--- src/rtl/platform_boot_ctrl_if.sv ---
`default_nettype none
// ============================================================================
// Module   : platform_boot_ctrl_if
// Purpose  : Host, ROM-load and run-phase signal bundle for platform_boot_ctrl.
//            Optional ld_last signal present when ZERO_FILL_EN is defined.
// Revision : 1.0 - initial release
// ============================================================================
interface platform_boot_ctrl_if #(
    parameter int ADDR_W = 14
);
    logic              start;
    logic              abort;
    logic [7:0]        ld_data;
    logic              ld_valid;
    logic              ld_ready;
`ifdef ZERO_FILL_EN
    logic              ld_last;
`endif
    logic [ADDR_W-1:0] sw_addr;
    logic [7:0]        sw_din;
    logic              we_n;
    logic              mode;
    logic              plat_rst;
    logic              din_req;
    logic [31:0]       din;
    logic              din_rdy;
    logic [31:0]       host_din;
    logic              host_din_valid;
    logic              host_din_ready;
    logic [31:0]       dout;
    logic              dout_rdy;
    logic [31:0]       host_dout;
    logic              host_dout_valid;
    logic              host_dout_ready;
    logic              busy;
    logic              ovf;

    modport master (
        input  start, abort, ld_data, ld_valid,
`ifdef ZERO_FILL_EN
        input  ld_last,
`endif
        input  din_req, host_din, host_din_valid, dout, dout_rdy, host_dout_ready,
        output ld_ready, sw_addr, sw_din, we_n, mode, plat_rst, din, din_rdy,
        output host_din_ready, host_dout, host_dout_valid, busy, ovf
    );

    modport slave (
        output start, abort, ld_data, ld_valid,
`ifdef ZERO_FILL_EN
        output ld_last,
`endif
        output din_req, host_din, host_din_valid, dout, dout_rdy, host_dout_ready,
        input  ld_ready, sw_addr, sw_din, we_n, mode, plat_rst, din, din_rdy,
        input  host_din_ready, host_dout, host_dout_valid, busy, ovf
    );
endinterface
`default_nettype wire

--- src/rtl/platform_boot_ctrl.sv ---
`default_nettype none
// ============================================================================
// Module   : platform_boot_ctrl
// Purpose  : Streams a program image into the platform ROM, releases platform
//            reset, then bridges the din/dout handshakes to host streams.
//            Define ZERO_FILL_EN to add ld_last with zero-fill of the ROM tail.
// Revision : 1.0 - initial release
// ============================================================================
module platform_boot_ctrl #(
    parameter int ROM_SIZE       = 16384,
    parameter int ADDR_W         = 14,
    parameter int RUN_RST_CYCLES = 1
) (
    input  wire logic             clk,
    input  wire logic             rst,
    platform_boot_ctrl_if.master  bus
);
    localparam int                c_PW         = (RUN_RST_CYCLES > 1) ? $clog2(RUN_RST_CYCLES) : 1;
    localparam logic [ADDR_W-1:0] c_LAST       = ADDR_W'(ROM_SIZE - 1);
    localparam logic [c_PW-1:0]   c_PRST_LAST  = c_PW'(RUN_RST_CYCLES - 1);

    typedef enum logic [2:0] {
        S_IDLE = 3'd0,
        S_LOAD = 3'd1,
        S_FILL = 3'd2,
        S_LEND = 3'd3,
        S_PRST = 3'd4,
        S_RUN  = 3'd5
    } state_t;

    state_t            r_state;
    state_t            w_next;
    logic [ADDR_W-1:0] r_cnt;
    logic [c_PW-1:0]   r_prst_cnt;
    logic [ADDR_W-1:0] r_sw_addr;
    logic [7:0]        r_sw_din;
    logic              r_we_n;
    logic [31:0]       r_din;
    logic              r_din_rdy;
    logic              r_dout_rdy_q;
    logic [31:0]       r_host_dout;
    logic              r_host_dout_valid;
    logic              r_ovf;

    logic              w_ld_ready;
    logic              w_mode;
    logic              w_plat_rst;
    logic              w_busy;
    logic              w_host_din_ready;
    logic              w_accept;
    logic              w_last;
    logic              w_rise;

`ifdef ZERO_FILL_EN
    assign w_last = bus.ld_last;
`else
    assign w_last = 1'b0;
`endif

    always_ff @(posedge clk or negedge rst) begin
        if (!rst) begin
            r_state <= S_IDLE;
        end else begin
            r_state <= w_next;
        end
    end

    // Abort overrides every transition and also blocks new handshakes that cycle.
    always_comb begin
        w_next           = r_state;
        w_ld_ready       = 1'b0;
        w_mode           = 1'b1;
        w_plat_rst       = 1'b1;
        w_busy           = 1'b1;
        w_host_din_ready = 1'b0;
        case (r_state)
            S_IDLE: begin
                w_busy = 1'b0;
                if (bus.start) w_next = S_LOAD;
            end
            S_LOAD: begin
                w_ld_ready = !bus.abort;
                if (bus.ld_valid) begin
                    if (r_cnt == c_LAST) w_next = S_LEND;
                    else if (w_last)     w_next = S_FILL;
                end
            end
            S_FILL: begin
                if (r_cnt == c_LAST) w_next = S_LEND;
            end
            S_LEND: begin
                w_next = S_PRST;
            end
            S_PRST: begin
                w_mode = 1'b0;
                if (r_prst_cnt == c_PRST_LAST) w_next = S_RUN;
            end
            S_RUN: begin
                w_mode           = 1'b0;
                w_plat_rst       = 1'b0;
                w_host_din_ready = bus.din_req && !r_din_rdy && !bus.abort;
            end
            default: w_next = S_IDLE;
        endcase
        if (bus.abort) w_next = S_IDLE;
    end

    assign w_accept = w_ld_ready && bus.ld_valid;
    assign w_rise   = bus.dout_rdy && !r_dout_rdy_q && (r_state == S_RUN) && !bus.abort;

    always_ff @(posedge clk or negedge rst) begin
        if (!rst) begin
            r_cnt      <= '0;
            r_prst_cnt <= '0;
            r_sw_addr  <= '0;
            r_sw_din   <= '0;
            r_we_n     <= 1'b1;
            r_din      <= '0;
            r_din_rdy  <= 1'b0;
        end else if (bus.abort) begin
            r_cnt      <= '0;
            r_prst_cnt <= '0;
            r_sw_addr  <= '0;
            r_sw_din   <= '0;
            r_we_n     <= 1'b1;
            r_din      <= '0;
            r_din_rdy  <= 1'b0;
        end else begin
            r_we_n <= 1'b1;
            if (r_state == S_IDLE) begin
                r_cnt <= '0;
            end
            if (w_accept) begin
                r_sw_addr <= r_cnt;
                r_sw_din  <= bus.ld_data;
                r_we_n    <= 1'b0;
                r_cnt     <= r_cnt + 1'b1;
            end else if (r_state == S_FILL) begin
                r_sw_addr <= r_cnt;
                r_sw_din  <= 8'h00;
                r_we_n    <= 1'b0;
                r_cnt     <= r_cnt + 1'b1;
            end

            if (r_state == S_PRST) r_prst_cnt <= r_prst_cnt + 1'b1;
            else                   r_prst_cnt <= '0;

            if (r_state != S_RUN) begin
                r_din_rdy <= 1'b0;
            end else if (w_host_din_ready && bus.host_din_valid) begin
                r_din     <= bus.host_din;
                r_din_rdy <= 1'b1;
            end else if (r_din_rdy && !bus.din_req) begin
                r_din_rdy <= 1'b0;
            end
        end
    end

    // Result buffer survives abort; only reset clears it.
    always_ff @(posedge clk or negedge rst) begin
        if (!rst) begin
            r_dout_rdy_q      <= 1'b0;
            r_host_dout       <= '0;
            r_host_dout_valid <= 1'b0;
            r_ovf             <= 1'b0;
        end else begin
            r_dout_rdy_q <= bus.dout_rdy;
            if (w_rise) begin
                if (!r_host_dout_valid || bus.host_dout_ready) begin
                    r_host_dout       <= bus.dout;
                    r_host_dout_valid <= 1'b1;
                end else begin
                    r_ovf <= 1'b1;
                end
            end else if (r_host_dout_valid && bus.host_dout_ready) begin
                r_host_dout_valid <= 1'b0;
            end
        end
    end

    assign bus.ld_ready        = w_ld_ready;
    assign bus.sw_addr         = r_sw_addr;
    assign bus.sw_din          = r_sw_din;
    assign bus.we_n            = r_we_n;
    assign bus.mode            = w_mode;
    assign bus.plat_rst        = w_plat_rst;
    assign bus.din             = r_din;
    assign bus.din_rdy         = r_din_rdy;
    assign bus.host_din_ready  = w_host_din_ready;
    assign bus.host_dout       = r_host_dout;
    assign bus.host_dout_valid = r_host_dout_valid;
    assign bus.busy            = w_busy;
    assign bus.ovf             = r_ovf;

endmodule
`default_nettype wire
--- src/flat_wrapper.sv ---
// flat-port wrapper written by rule: the top's interface ports become plain ports
module platform_boot_ctrl_flat 
#(
    parameter int ROM_SIZE       = 16384,
    parameter int ADDR_W         = 14,
    parameter int RUN_RST_CYCLES = 1
)
  (clk, rst, bus_start, bus_abort, bus_ld_data, bus_ld_valid, bus_din_req, bus_host_din, bus_host_din_valid, bus_dout, bus_dout_rdy, bus_host_dout_ready, bus_ld_ready, bus_sw_addr, bus_sw_din, bus_we_n, bus_mode, bus_plat_rst, bus_din, bus_din_rdy, bus_host_din_ready, bus_host_dout, bus_host_dout_valid, bus_busy, bus_ovf);
  platform_boot_ctrl_if #(.ADDR_W(ADDR_W)) bus_i ();
  input  wire logic clk;
  input  wire logic rst;
  input wire logic [$bits(bus_i.start)-1:0] bus_start;
  input wire logic [$bits(bus_i.abort)-1:0] bus_abort;
  input wire logic [$bits(bus_i.ld_data)-1:0] bus_ld_data;
  input wire logic [$bits(bus_i.ld_valid)-1:0] bus_ld_valid;
  input wire logic [$bits(bus_i.din_req)-1:0] bus_din_req;
  input wire logic [$bits(bus_i.host_din)-1:0] bus_host_din;
  input wire logic [$bits(bus_i.host_din_valid)-1:0] bus_host_din_valid;
  input wire logic [$bits(bus_i.dout)-1:0] bus_dout;
  input wire logic [$bits(bus_i.dout_rdy)-1:0] bus_dout_rdy;
  input wire logic [$bits(bus_i.host_dout_ready)-1:0] bus_host_dout_ready;
  output wire logic [$bits(bus_i.ld_ready)-1:0] bus_ld_ready;
  output wire logic [$bits(bus_i.sw_addr)-1:0] bus_sw_addr;
  output wire logic [$bits(bus_i.sw_din)-1:0] bus_sw_din;
  output wire logic [$bits(bus_i.we_n)-1:0] bus_we_n;
  output wire logic [$bits(bus_i.mode)-1:0] bus_mode;
  output wire logic [$bits(bus_i.plat_rst)-1:0] bus_plat_rst;
  output wire logic [$bits(bus_i.din)-1:0] bus_din;
  output wire logic [$bits(bus_i.din_rdy)-1:0] bus_din_rdy;
  output wire logic [$bits(bus_i.host_din_ready)-1:0] bus_host_din_ready;
  output wire logic [$bits(bus_i.host_dout)-1:0] bus_host_dout;
  output wire logic [$bits(bus_i.host_dout_valid)-1:0] bus_host_dout_valid;
  output wire logic [$bits(bus_i.busy)-1:0] bus_busy;
  output wire logic [$bits(bus_i.ovf)-1:0] bus_ovf;
  assign bus_i.start = bus_start;
  assign bus_i.abort = bus_abort;
  assign bus_i.ld_data = bus_ld_data;
  assign bus_i.ld_valid = bus_ld_valid;
  assign bus_i.din_req = bus_din_req;
  assign bus_i.host_din = bus_host_din;
  assign bus_i.host_din_valid = bus_host_din_valid;
  assign bus_i.dout = bus_dout;
  assign bus_i.dout_rdy = bus_dout_rdy;
  assign bus_i.host_dout_ready = bus_host_dout_ready;
  assign bus_ld_ready = bus_i.ld_ready;
  assign bus_sw_addr = bus_i.sw_addr;
  assign bus_sw_din = bus_i.sw_din;
  assign bus_we_n = bus_i.we_n;
  assign bus_mode = bus_i.mode;
  assign bus_plat_rst = bus_i.plat_rst;
  assign bus_din = bus_i.din;
  assign bus_din_rdy = bus_i.din_rdy;
  assign bus_host_din_ready = bus_i.host_din_ready;
  assign bus_host_dout = bus_i.host_dout;
  assign bus_host_dout_valid = bus_i.host_dout_valid;
  assign bus_busy = bus_i.busy;
  assign bus_ovf = bus_i.ovf;
  platform_boot_ctrl #(.ROM_SIZE(ROM_SIZE), .ADDR_W(ADDR_W), .RUN_RST_CYCLES(RUN_RST_CYCLES)) u_core (.clk(clk), .rst(rst), .bus(bus_i));
endmodule
--- config.mk ---
export PLATFORM = sky130hd
export DESIGN_NAME = platform_boot_ctrl_flat
export DESIGN_NICKNAME = d
export VERILOG_FILES = /design/src/rtl/platform_boot_ctrl_if.sv /design/src/rtl/platform_boot_ctrl.sv /design/src/flat_wrapper.sv
export SDC_FILE = /design/constraint.sdc
export NUM_CORES = 1
export LEC_CHECK = 0
export BUFFER_PORTS_ARGS = -buffer_cell sky130_fd_sc_hd__buf_2
export CAP_MARGIN = 10
export CORE_AREA = 2 2 97 99
export DETAILED_ROUTE_END_ITERATION = 8
export DIE_AREA = 0 0 99 101
export HOLD_SLACK_MARGIN = 0.15
export PLACE_DENSITY = 0.86
export RECOVER_POWER = 50
export REMOVE_ABC_BUFFERS = 1
export SLEW_MARGIN = 40
export SYNTH_ARGS = -nofsm -noshare
export SYNTH_HDL_FRONTEND = slang
export SYNTH_SLANG_ARGS = --single-unit
--- constraint.sdc ---
create_clock -name clk -period 4.3 [get_ports clk]
set_clock_uncertainty 0.2 [all_clocks]
set_input_delay 1.29 -clock clk [delete_from_list [all_inputs] [get_ports clk]]
set_output_delay 1.29 -clock clk [all_outputs]
set_load 0.05 [all_outputs]
==> results.ini <==
[yosys]
async_reset_ff_frac = 1.000
syn_area_mm2 = 0.004634
synth-seq-cells = 109
synth_edf_count = 0
syn_area_per_cell_um2 = 12.16
synth_cells = 381
ys_seq_area_frac = 0.5888
synth_cell_type_count = 43
synth_ff_type = dfrtp_1
yosysWarnings = 0

[detailed_routing]
wl_per_cell_um = 15.90
routed_wl_mm = 10.53
drtIter0Drc = 134
vias_per_cell = 5.261
via_count = 3483
detail-route-antenna-nets = 0
dr.pass1.iters = 5
drc = 0

[power_and_ir_drop]
pwr-share-seq = 0.586
p_leak_uw = 0.002974
peakVddDrop_mv = 0.1807
finalPower_uw = 1778
swShare = 0.2554
power.density_mw_per_mm2 = 313.0
switching_power_uw = 454.1
intPower_uw = 1324
comb_power_share = 0.081
pwr-share-clk = 0.333

[timing]
max_freq_mhz = 256.8
relSlewSlack = 0.09297
grt_setup_unrepaired = no
layout_min_cycle_time_ns = 3.894
tightest_slew_ns = 1.361
setup_viol = 0
slew_viol_final = 0
min_period_over_period = 0.9056
hold_viol = 0

[placed_design]
place_area_mm2 = 0.005548
dp_hpwl_mm = 7.619
gp_congestion = 0.8249
portBuffers = 175

[global_route]
grt_max_degree = 57
grt_pass1_vias = 3540
grt_pass1_wl_mm = 17.33
grt_usage = 0.2153
antenna_found_initial = 0
grt.overflow.total = 0

[critical_path]
cp.arrival_ns = 2.40
cp-start-kind = input port
path_buf_inv = 2
end_kind = output pin
slowest_stage = nor4b_1
slowest_delay_ns = 0.51
crit_chain = clkbuf_1, nor4b_1, buf_2
crit_fanout = 14
path_delay_family = buffers and inverters
crit_type = input port to output pin
required_ns = 2.81

[layout]
antenna_cells = 0
layout_commonest_cell = buf_2
nNetsFinal = 628
drive_gt1_frac = 0.3702
fin_util = 0.6328
fillers = 750
final_cell_mix = buf_2, dfrtp_1, nand2_1
stdcell_area_mm2 = 0.005680
area_growth_pct = 22.57

[clock_tree]
cts_tree = built
cts_max_level = 3
clock_latency_ns = 0.35
cts_sinks = 109
hold_buffers = 0
cts_inserted_buffers = 9
cts_setup_buffers = 0
cts_root_buf = clkbuf_8
cts_buffer_depth = 2
ctsResizeCount = 0
clk_pin_slew_ns = 0.11

[floorplanning]
coreArea_mm2 = 0.008977
start_util = 0.5162
die_h_um = 101
rows = 35
io_pins = 176
die-area_mm2 = 0.009999
die_w_um = 99

[flow_run]
drv_cap = 0

[min_path]
hold_path.class = register to register

[status]
status = finished, final reports clean

-- per-layer routing --
metal	global-route usage	share of wire
met2	0.3633	0.51
met4	0.05901	0.012
met3	0.04369	0.057
met5	0	0
met1	0.2857	0.42
-- cell usage after synthesis, types with 2 or more instances --
master    instances  area [um^2]
inv_1             3        11.26
nor4_1            3        18.77
clkbuf_1         10        37.54
a41oi_1           3        26.28
a21o_1            3        22.52
mux2_4           30        450.4
mux2i_1           2        20.02
buf_12            3        60.06
nand4_1           2        12.51
nor3_1            4        20.02
a22o_1           25        219.0
buf_2            12        60.06
nand3_1           4        20.02
nand3b_1          3        22.52
and3_1            2        12.51
a31oi_1          12        75.07
dfrtp_1         108         2703
nand2_1          39        146.4
o22ai_1           3        18.77
a21oi_1           6        30.03
nand2b_1         36        225.2
nor2_1           11        41.29
mux2_2            2        22.52
o21ai_1           4        20.02
o21ai_0          33        165.2
-- stage by stage --
step	instances	setup WS, ns	hold WS [ns]	TNS [ns]
global route	662	0.3173	0.2719	0
floorplan	354	-0.1607	0.2073	-0.1607
global placement	646	0.5709	0.2191	0
detailed placement	646	0.5519	0.2298	0
CTS	662	0.5429	0.2453	0
finish	662	0.4061	0.2442	0
-- power groups by stage --
stage | logic [uW] | clock network (uW) | registers [uW]
after global placement | 144 | 0 | 1060
after CTS | 149 | 610 | 1040
after global routing | 157 | 653 | 1040
final | 143 | 592 | 1040
after floorplan | 35.5 | 0 | 1090
after detailed placement | 148 | 0 | 1060
-- logic make-up after synthesis --
kind of cell / count (synthesis) / share of synthesized area
AOI/OAI and AO/OA: 93 / 0.1318
adders and majority gates: 1 / 0.002699
buffers and inverters: 31 / 0.04131
DFF: 109 / 0.5888
muxes: 34 / 0.1064
and+or+nand+nor: 113 / 0.1291
-- path summary, 6_finish.rpt --
path,startpoint,to,slack (ns),cells after the start
hold / removal,u_core.r_prst_cnt$_DFF_PN0_,u_core.r_prst_cnt$_DFF_PN0_,0.24,1
setup / recovery,bus_abort,bus_ld_ready,0.41,3
max in group asynchronous,rst,u_core.bus.din[8]$_DFFE_PN0P_,0.92,2
setup reg to reg,u_core.r_state[2]$_DFFE_PN0P_,u_core.bus.host_dout[16]$_DFFE_PN0P_,1.85,5
min in group asynchronous,rst,u_core.bus.sw_din[4]$_DFFE_PN0P_,0.99,1
hold reg to reg,u_core.r_prst_cnt$_DFF_PN0_,u_core.r_prst_cnt$_DFF_PN0_,0.24,1
-- state kept, by name (all words and copies together) (netlist names) --
signal / cells
u_core.r_state: 3
u_core.bus.din: 32
u_core.bus.we_n: 1
u_core.bus.din_rdy: 1
u_core.r_cnt: 14
u_core.bus.sw_addr: 14
u_core.bus.ovf: 1
u_core.r_prst_cnt: 1
u_core.bus.sw_din: 8
u_core.r_dout_rdy_q: 1
u_core.bus.host_dout_valid: 1
u_core.bus.host_dout: 32
-- final cells by class --
| class | count | area (um^2) | area share |
|---|---|---|---|
| clock inverter | 6 | 55.05 | 0.009692 |
| timing repair buffer | 181 | 888.4 | 0.1564 |
| multi-input combinational | 241 | 1717 | 0.3022 |
| clock buffer | 10 | 137.6 | 0.02423 |
| inverter | 4 | 15.01 | 0.002643 |
| tap | 111 | 138.9 | 0.02445 |
| sequential | 109 | 2729 | 0.4804 |
No activity file was read; power rests on OpenSTA's default activity.
